**src/rtl/imem_loader_pkg.sv**
```systemverilog
// Shared definitions for the boot-time instruction-memory loader and the RV32I pipeline.
// Holds the loader state encoding, frame field widths and the default memory size.
package imem_loader_pkg;

  localparam int CNT_W          = 16;
  localparam int BYTE_W         = 8;
  localparam int WORD_W         = 32;
  localparam int DEFAULT_ADDR_W = 10;

  typedef enum logic [2:0] {
    S_CNT_LO,
    S_CNT_HI,
    S_DATA,
    S_CSUM,
    S_RUN,
    S_ERR
  } loader_state_e;

endpackage

```
**src/rtl/imem_loader_if.sv**
```systemverilog
// Byte-stream input and instruction-memory write port of the loader.
// The loader uses the slave view; the stream source / memory side uses the master view.
interface imem_loader_if
  import imem_loader_pkg::*;
#(
  parameter int ADDR_W = DEFAULT_ADDR_W
);

  logic              in_valid;
  logic [BYTE_W-1:0] in_data;
  logic              in_ready;
  logic              imem_we;
  logic [ADDR_W-1:0] imem_addr;
  logic [WORD_W-1:0] imem_wdata;

  modport slave (
    input  in_valid, in_data,
    output in_ready, imem_we, imem_addr, imem_wdata
  );

  modport master (
    output in_valid, in_data,
    input  in_ready, imem_we, imem_addr, imem_wdata
  );

endinterface

```
**src/rtl/imem_loader_byte_packer.sv**
```systemverilog
// Little-endian byte-to-word packer: a 2-bit lane counter plus an assembly register.
// word_valid fires combinationally on the 4th byte; that byte bypasses the register.
module imem_loader_byte_packer
  import imem_loader_pkg::*;
(
  input  logic              clk,
  input  logic              rst,
  input  logic              byte_valid,
  input  logic [BYTE_W-1:0] byte_data,
  output logic              word_valid,
  output logic [WORD_W-1:0] word
);

  logic [1:0]               lane_q, lane_d;
  logic [WORD_W-BYTE_W-1:0] asm_q, asm_d;

  // Bytes enter at the top and shift down, so byte 0 ends up in bits 7:0.
  assign word       = {byte_data, asm_q};
  assign word_valid = byte_valid && (lane_q == 2'd3);

  always_comb begin
    lane_d = lane_q;
    asm_d  = asm_q;
    if (byte_valid) begin
      lane_d = lane_q + 2'd1;
      asm_d  = {byte_data, asm_q[WORD_W-BYTE_W-1:BYTE_W]};
    end
  end

  always_ff @(posedge clk) begin
    if (rst) begin
      lane_q <= '0;
      asm_q  <= '0;
    end else begin
      lane_q <= lane_d;
      asm_q  <= asm_d;
    end
  end

endmodule

```
**src/rtl/imem_loader.sv**
```systemverilog
// Boot loader: parses a counted, XOR-checksummed byte frame into instruction memory
// and holds the pipeline in reset until the whole frame has been verified.
module imem_loader
  import imem_loader_pkg::*;
#(
  parameter int ADDR_W = DEFAULT_ADDR_W
)(
  input  logic         clk,
  input  logic         rst,
  imem_loader_if.slave bus,
  output logic         core_rst,
  output logic         load_done,
  output logic         load_err
);

  localparam logic [CNT_W:0] CAPACITY = (CNT_W+1)'(1) << ADDR_W;

  loader_state_e     state_q, state_d;
  logic [BYTE_W-1:0] cnt_lo_q, cnt_lo_d;
  logic [ADDR_W:0]   n_q, n_d;
  logic [ADDR_W:0]   word_cnt_q, word_cnt_d;
  logic [BYTE_W-1:0] csum_q, csum_d;
  logic              in_ready_q, in_ready_d;
  logic              we_q, we_d;
  logic [ADDR_W-1:0] addr_q, addr_d;
  logic [WORD_W-1:0] wdata_q, wdata_d;
  logic              core_rst_q, core_rst_d;
  logic              done_q, done_d;
  logic              err_q, err_d;

  logic              xfer;
  logic              pack_valid;
  logic              word_valid;
  logic [WORD_W-1:0] word;
  logic [CNT_W-1:0]  count_full;

  assign xfer       = bus.in_valid && in_ready_q;
  assign pack_valid = xfer && (state_q == S_DATA);
  assign count_full = {bus.in_data, cnt_lo_q};

  imem_loader_byte_packer u_byte_packer (
    .clk        (clk),
    .rst        (rst),
    .byte_valid (pack_valid),
    .byte_data  (bus.in_data),
    .word_valid (word_valid),
    .word       (word)
  );

  always_comb begin
    // NOTE: every variable gets a default first so no path leaves it unassigned (no latches).
    state_d    = state_q;
    cnt_lo_d   = cnt_lo_q;
    n_d        = n_q;
    word_cnt_d = word_cnt_q;
    csum_d     = csum_q;
    we_d       = 1'b0;
    addr_d     = addr_q;
    wdata_d    = wdata_q;

    unique case (state_q)
      S_CNT_LO: if (xfer) begin
        cnt_lo_d = bus.in_data;
        state_d  = S_CNT_HI;
      end
      S_CNT_HI: if (xfer) begin
        n_d = count_full[ADDR_W:0];
        if ({1'b0, count_full} > CAPACITY) state_d = S_ERR;
        else if (count_full == '0)         state_d = S_CSUM;
        else                               state_d = S_DATA;
      end
      S_DATA: if (xfer) begin
        csum_d = csum_q ^ bus.in_data;
        if (word_valid) begin
          we_d       = 1'b1;
          addr_d     = word_cnt_q[ADDR_W-1:0];
          wdata_d    = word;
          word_cnt_d = word_cnt_q + 1'b1;
          if (word_cnt_d == n_q) state_d = S_CSUM;
        end
      end
      S_CSUM: if (xfer) begin
        state_d = (bus.in_data == csum_q) ? S_RUN : S_ERR;
      end
      default: ;
    endcase

    // Status flags are derived from the next state so they switch together with it.
    in_ready_d = state_d inside {S_CNT_LO, S_CNT_HI, S_DATA, S_CSUM};
    core_rst_d = (state_d != S_RUN);
    done_d     = (state_d == S_RUN);
    err_d      = (state_d == S_ERR);
  end

  always_ff @(posedge clk) begin
    // NOTE: non-blocking assignments so every flop samples values from before this edge.
    if (rst) begin
      state_q    <= S_CNT_LO;
      cnt_lo_q   <= '0;
      n_q        <= '0;
      word_cnt_q <= '0;
      csum_q     <= '0;
      in_ready_q <= 1'b0;
      we_q       <= 1'b0;
      addr_q     <= '0;
      wdata_q    <= '0;
      core_rst_q <= 1'b1;
      done_q     <= 1'b0;
      err_q      <= 1'b0;
    end else begin
      state_q    <= state_d;
      cnt_lo_q   <= cnt_lo_d;
      n_q        <= n_d;
      word_cnt_q <= word_cnt_d;
      csum_q     <= csum_d;
      in_ready_q <= in_ready_d;
      we_q       <= we_d;
      addr_q     <= addr_d;
      wdata_q    <= wdata_d;
      core_rst_q <= core_rst_d;
      done_q     <= done_d;
      err_q      <= err_d;
    end
  end

  assign bus.in_ready   = in_ready_q;
  assign bus.imem_we    = we_q;
  assign bus.imem_addr  = addr_q;
  assign bus.imem_wdata = wdata_q;
  assign core_rst       = core_rst_q;
  assign load_done      = done_q;
  assign load_err       = err_q;

endmodule

```
**src/flat_wrapper.sv**
```systemverilog
// flat-port wrapper written by rule: the top's interface ports become plain ports
module imem_loader_flat import imem_loader_pkg::*;
#(
  parameter int ADDR_W = DEFAULT_ADDR_W
)
  (clk, rst, core_rst, load_done, load_err, bus_in_valid, bus_in_data, bus_in_ready, bus_imem_we, bus_imem_addr, bus_imem_wdata);
  imem_loader_if #(.ADDR_W(ADDR_W)) bus_i ();
  input  logic clk;
  input  logic rst;
  output logic core_rst;
  output logic load_done;
  output logic load_err;
  input wire logic [$bits(bus_i.in_valid)-1:0] bus_in_valid;
  input wire logic [$bits(bus_i.in_data)-1:0] bus_in_data;
  output wire logic [$bits(bus_i.in_ready)-1:0] bus_in_ready;
  output wire logic [$bits(bus_i.imem_we)-1:0] bus_imem_we;
  output wire logic [$bits(bus_i.imem_addr)-1:0] bus_imem_addr;
  output wire logic [$bits(bus_i.imem_wdata)-1:0] bus_imem_wdata;
  assign bus_i.in_valid = bus_in_valid;
  assign bus_i.in_data = bus_in_data;
  assign bus_in_ready = bus_i.in_ready;
  assign bus_imem_we = bus_i.imem_we;
  assign bus_imem_addr = bus_i.imem_addr;
  assign bus_imem_wdata = bus_i.imem_wdata;
  imem_loader #(.ADDR_W(ADDR_W)) u_core (.clk(clk), .rst(rst), .bus(bus_i), .core_rst(core_rst), .load_done(load_done), .load_err(load_err));
endmodule
```
**config.mk**
```make
export PLATFORM = sky130hd
export DESIGN_NAME = imem_loader_flat
export DESIGN_NICKNAME = d
export VERILOG_FILES = /design/src/rtl/imem_loader_pkg.sv /design/src/rtl/imem_loader_if.sv /design/src/rtl/imem_loader_byte_packer.sv /design/src/rtl/imem_loader.sv /design/src/flat_wrapper.sv
export SDC_FILE = /design/constraint.sdc
export NUM_CORES = 1
export LEC_CHECK = 0
export ABC_AREA = 1
export BUFFER_PORTS_ARGS = -buffer_cell sky130_fd_sc_hd__buf_4
export CORE_UTILIZATION = 51
export DETAILED_ROUTE_END_ITERATION = 8
export PLACE_DENSITY = 0.74
export SLEW_MARGIN = 25
export SYNTH_ARGS = -nofsm -noshare
export SYNTH_HDL_FRONTEND = slang
export SYNTH_SLANG_ARGS = --single-unit
```
**constraint.sdc**
```tcl
create_clock -name clk -period 1.62 [get_ports clk]
set_input_delay 0.405 -clock clk [delete_from_list [all_inputs] [get_ports clk]]
set_output_delay 0.405 -clock clk [all_outputs]
set_load 0.03 [all_outputs]
```
== After elaboration in Yosys (flattened, before gate mapping) ==
Cells that the tools add are included.
Widths: inputs -> output; s select.
Storage, ports and cells
  register bits after elaboration: 114
  output and inout port bits: 47
  input bits: 11
  logic and storage cells: 55
Operators by class
  mux-type cells: 11
  $lt $le $gt $ge: 1
  bitwise operators: 3
  $add $sub $neg: 2
  equality and inequality tests: 12
  reductions and logical operators: 12
Operators with widths (number)
  $mux 3: 7
  $gt 16x11->1 const B: 1
  $logic_not 16->1: 1
  $eq 3x2->1 const B: 4
  $pmux 3 s4: 1
  $add 11x1->11 const B: 1
  $eq 11x11->1: 1
  $eq 8x8->1: 1
  $xor 8x8->8: 1
  $eq 3x1->1 const B: 2
  $eq 3x3->1 const B: 2
  $logic_not 3->1: 2
  $reduce_and 2->1: 3
  $reduce_bool 4->1: 1
  $logic_and 1x1->1: 3
  $mux 1: 3
  $ne 3x3->1 const B: 1
  $reduce_and 3->1: 1
  $reduce_or 3->1: 1
  $add 2x1->2 const B: 1
  $eq 2x2->1 const B: 1
  $not 1->1: 2

== Longest topological paths before layout ==
  depth in word-level cells: 8
  depth in mapped cells: 14
  depth with buffers taken out: 14

== Modules after synthesis ==
A second synthesis with hierarchy kept.
Second synthesis, totals
  cells, all modules: 693
  area total of the unflattened synthesis: 4913.5 um2
By module, submodules not included
  imem_loader: area an instance 3727.3 um2, instances 1, seq. area each 1761.7 um2, cells an instance 518
  imem_loader_byte_packer: area an instance 1186.1 um2, instances 1, seq. area each 520.5 um2, cells an instance 175

== Least setup slack after synthesis ==
Ideal clock, no wire load.
  path type: register to register
  start: register u_core.in_ready_q, in the netlist u_core.bus.in_ready
  end: register u_core.word_cnt_q[9]
  slack: -0.104 ns
  stages on the path, launching flop included: 10
  buffers on the path: 2
  period minus slack after synthesis: 1.724 ns
  setup time: 0.115 ns
  data arrival time: 1.609 ns
  data required time: 1.505 ns
  cells stage by stage: dfxtp_1 -> nand2_1 -> inv_1 -> nand2_1 -> nor2_8 -> nand2_2 -> buf_4 -> buf_2 -> o21ai_0 -> inv_1
Between the ends
  cells in the longest elaborated chain, start to end: 4
RTL lines
  start, declared: RTL line imem_loader.sv:23  | logic in_ready_q, in_ready_d;
  start signal, assigned: RTL line imem_loader.sv:116  | in_ready_q <= in_ready_d;
  $logic_and 1x1->1 *: RTL line imem_loader.sv:37  | assign xfer = bus.in_valid && in_ready_q;
  $logic_and 1x1->1: RTL line imem_loader.sv:38  | assign pack_valid = xfer && (state_q == S_DATA);
  $logic_and 1x1->1: RTL line imem_loader_byte_packer.sv:19  | assign word_valid = byte_valid && (lane_q == 2'd3);
  $reduce_and 3->1 (no source line) *
  end signal, assigned: RTL line imem_loader.sv:114  | word_cnt_q <= word_cnt_d;
  end, declared: RTL line imem_loader.sv:21  | logic [ADDR_W:0] word_cnt_q, word_cnt_d;
Every way passes the cells marked *; elsewhere a longest branch is shown, timed or not.
A chain may end at the register's enable or synchronous reset.

== Worst setup path after layout ==
  start: register u_core.word_cnt_q[0]
  end: register u_core.state_q[0]
Between the ends
  cells in the longest elaborated chain, start to end: 6
RTL lines
  $add 11x1->11: RTL line imem_loader.sv:78  | word_cnt_d = word_cnt_q + 1'b1;
  $eq 11x11->1: RTL line imem_loader.sv:79  | if (word_cnt_d == n_q) state_d = S_CSUM;
  $mux 3: RTL line imem_loader.sv:79
  $mux 3: RTL line imem_loader.sv:74  | if (word_valid) begin
  $mux 3: RTL line imem_loader.sv:72  | S_DATA: if (xfer) begin
  $pmux 3 s4: RTL line imem_loader.sv:61  | unique case (state_q)
  end signal, assigned: RTL line imem_loader.sv:111  | state_q <= state_d;
  end, declared: RTL line imem_loader.sv:18  | loader_state_e state_q, state_d;
No other way between the ends.

==> reports/metrics.cfg <==
[layout]
final_cells = 796
drive_gt1_frac = 0.250
final_cell_area_mm2 = 0.00607
fin_nets = 692
final_cell_mix = 108 x dfxtp_1, 90 x nand2_1, 90 x o21ai_0, 88 x buf_4, 73 x a21oi_1
layout_commonest_cell = dfxtp_1
nFillCells = 620
diodes = 0
area_delta_synth_final_pct = 34.3

[synth]
yosys_warnings = 0
synth_cell_types = 29
avgSynthCellArea_um2 = 7.62
synthesis.instances = 593
synth_nets = 606
synth_area_mm2 = 0.00452
synth_async_sr_flop_share = 0
synth_edf_count = 0
ys_ff_latch = 114
synthFlopType = dfxtp_1
ys_seq_area_frac = 0.505

[pwr]
peakVddDrop_v = 0.000685
swShare = 0.224
switching_power_mw = 1.55
power_mw = 6.91
p_int_mw = 5.36
power.density_mw_per_mm2 = 1140
p_clk_frac = 0.531
pwr-share-seq = 0.418
leakage_nw = 2.62
pwr-share-comb = 0.050

[clock_network]
cts-root-buf = clkbuf_8
path_clk_slew_ns = 0.05
clk_latency_ns = 0.52
cts_num_sinks = 114
cts_buffers = 17
cts-htree-levels = 4
cts_tree = built
clk_path_buf_depth = 2
holdBufCountCts = 0

[timing]
slew_headroom = 0.801
min_period_over_period = 1.01
slew_violations = 0
setup_ws_ns = -0.0146
worst_pin_slew_ns = 0.298
fin_skew_ns = 0.00753
fmax_mhz = 612
setup_viol = 2
rsz0062_at_grt = true
final-hold-violation-count = 0
min_period_ns = 1.63

[drt]
drt_pre_antenna_iters = 5
wire_per_inst_um = 14.4
vias = 4352
ant_nets = 0
route.detailed.drc = 0
viasPerCell = 5.47
drt-total-wl_mm = 11.5
drtIter0Drc = 223

[critical_path]
path_class = flip-flop to flip-flop
slowest_stage = dfxtp_4
critPathMostFrequentCell = nand2_1
crit_path_end_kind = flip-flop
critPathLaunchType = flip-flop
cp.arrival_ns = 2.09
slowest_delay_ns = 0.36
cp_max_fo = 4
critical_path_required_ns = 2.07
cp_cell_sequence = buf_6 > inv_2 > buf_4 > nand2_1 > nand2_1 > nor2_2 > nand3_2 > nor2_2 > nand4_1 > nor2_1 > nand2_1 > nand2_2 > nand2_2 > nor2_1

[grt]
grt.overflow.total = 0
antenna_found_initial = 0
grt_pass1_vias = 3899
grt_pass1_wl_mm = 18.2
grt_max_degree = 52
grt.total_usage = 0.261

[floorplan]
die_w_um = 96.1
rows = 33
die-area_mm2 = 0.00924
initial_core_util = 0.539
fp.dieH_um = 96.1
ioPinCount = 58
core_mm2 = 0.00838

[run_status]
status = complete, but fails checks
violations = setup timing

[place]
placed_area_mm2 = 0.00529
portBuffers = 57
placedCellCount = 761
hpwlAfterDp_mm = 7.42
dp_slack_ns = -0.0438
gp_congestion = 0.908

[run]
cap_violations = 0

[hold_path]
min_path_type = primary input to flip-flop

-- power by group through the flow --
| stage | Sequential, mW | Combinational [mW] | Clock [mW] |
|---|---|---|---|
| after global routing | 2.89 | 0.388 | 3.84 |
| final | 2.89 | 0.347 | 3.67 |
| after floorplan | 2.95 | 0.203 | 0 |
| after CTS | 2.89 | 0.342 | 3.70 |
| after detailed placement | 2.95 | 0.338 | 0 |
| after global placement | 2.95 | 0.331 | 0 |
-- per-layer routing --
layer,global-route usage,share of wire,vias to the layer above
met1,0.334,0.45,2041
met4,0.121,0.016,0
li1,-,-,2137
met5,0,0,-
met2,0.411,0.48,152
met3,0.0671,0.057,22
-- state kept, by name (all words and copies together), names as in the netlist --
signal / flops
u_core.bus.imem_wdata: 32
u_core.u_byte_packer.asm_q: 24
u_core.n_q: 11
u_core.word_cnt_q: 11
u_core.bus.imem_addr: 10
u_core.cnt_lo_q: 8
u_core.csum_q: 8
u_core.state_q: 3
u_core.u_byte_packer.lane_q: 2
u_core.bus.imem_we: 1
u_core.bus.in_ready: 1
u_core.core_rst: 1
u_core.load_done: 1
u_core.load_err: 1
-- final cells by class --
type	count	area, µm²	share of cell area
clock buffer	18	428	0.0705
clock inverter	13	163	0.0268
inverter	51	194	0.0320
multi-input combinational	398	2030	0.334
sequential	114	2300	0.379
tap	105	131	0.0216
timing repair buffer	97	828	0.136
-- worst paths after layout --
path	slack, ns	cells after the start	end	start
worst max-delay path	-0.01	14	u_core.state_q[0]	u_core.word_cnt_q[0]
worst max register to register	-0.01	14	u_core.state_q[0]	u_core.word_cnt_q[0]
worst min register to register	0.46	2	u_core.bus.imem_wdata[1]	u_core.u_byte_packer.asm_q[1]
worst min-delay path	0.17	2	u_core.state_q[0]	rst
-- Yosys cell counts (2+ instances only) --
| master | n | area share |
|---|---|---|
| clkbuf_1 | 17 | 0.014 |
| nand3b_1 | 4 | 0.0066 |
| nor3_1 | 4 | 0.0044 |
| xor2_1 | 2 | 0.0039 |
| o21ai_0 | 91 | 0.10 |
| nand4_1 | 3 | 0.0042 |
| a31oi_1 | 5 | 0.0069 |
| buf_2 | 9 | 0.010 |
| buf_1 | 2 | 0.0017 |
| nand2_2 | 4 | 0.0055 |
| inv_1 | 47 | 0.039 |
| a21oi_1 | 73 | 0.081 |
| inv_2 | 3 | 0.0025 |
| ha_1 | 2 | 0.0055 |
| nand2_1 | 98 | 0.081 |
| nor2_2 | 4 | 0.0055 |
| dfxtp_1 | 114 | 0.51 |
| nand3_1 | 40 | 0.044 |
| nor2_1 | 56 | 0.047 |
| xnor2_1 | 6 | 0.012 |
-- worst max-delay path: cells and delay by family, from the launching register on --
kind | cells | cell delay [ns]
buffers and inverters | 3 | 0.30
flip-flops | 1 | 0.36
AND/OR/NAND/NOR | 11 | 0.90
-- what timing repair did --
item	4_1_cts	5_1_grt
gates cloned	0	1
endpoints found under the setup margin	4	11
setup buffers	1	2
pin swaps	5	15
gates resized for setup	11	32
-- cells by family (layout without fill, tap and decap cells) --
kind of cell / after synthesis / after routing / synth area share
compound gates: 171 / 171 / 0.193
flops: 114 / 114 / 0.505
fa+ha+maj: 2 / 2 / 0.00554
simple gates: 217 / 217 / 0.210
xor+xnor: 8 / 8 / 0.0155
buf+inv: 81 / 179 / 0.0709
-- per-stage QoR --
step           TNS [ns]  hold WS (ns)   util
2_1_floorplan         0         0.430      -
3_3_place_gp    -0.0145         0.446  0.632
3_5_place_dp     -0.399         0.452  0.632
4_1_cts               0         0.156  0.707
5_1_grt          -0.638         0.164  0.724
6_report        -0.0200         0.169  0.724
(Power assumes the default switching activity.)
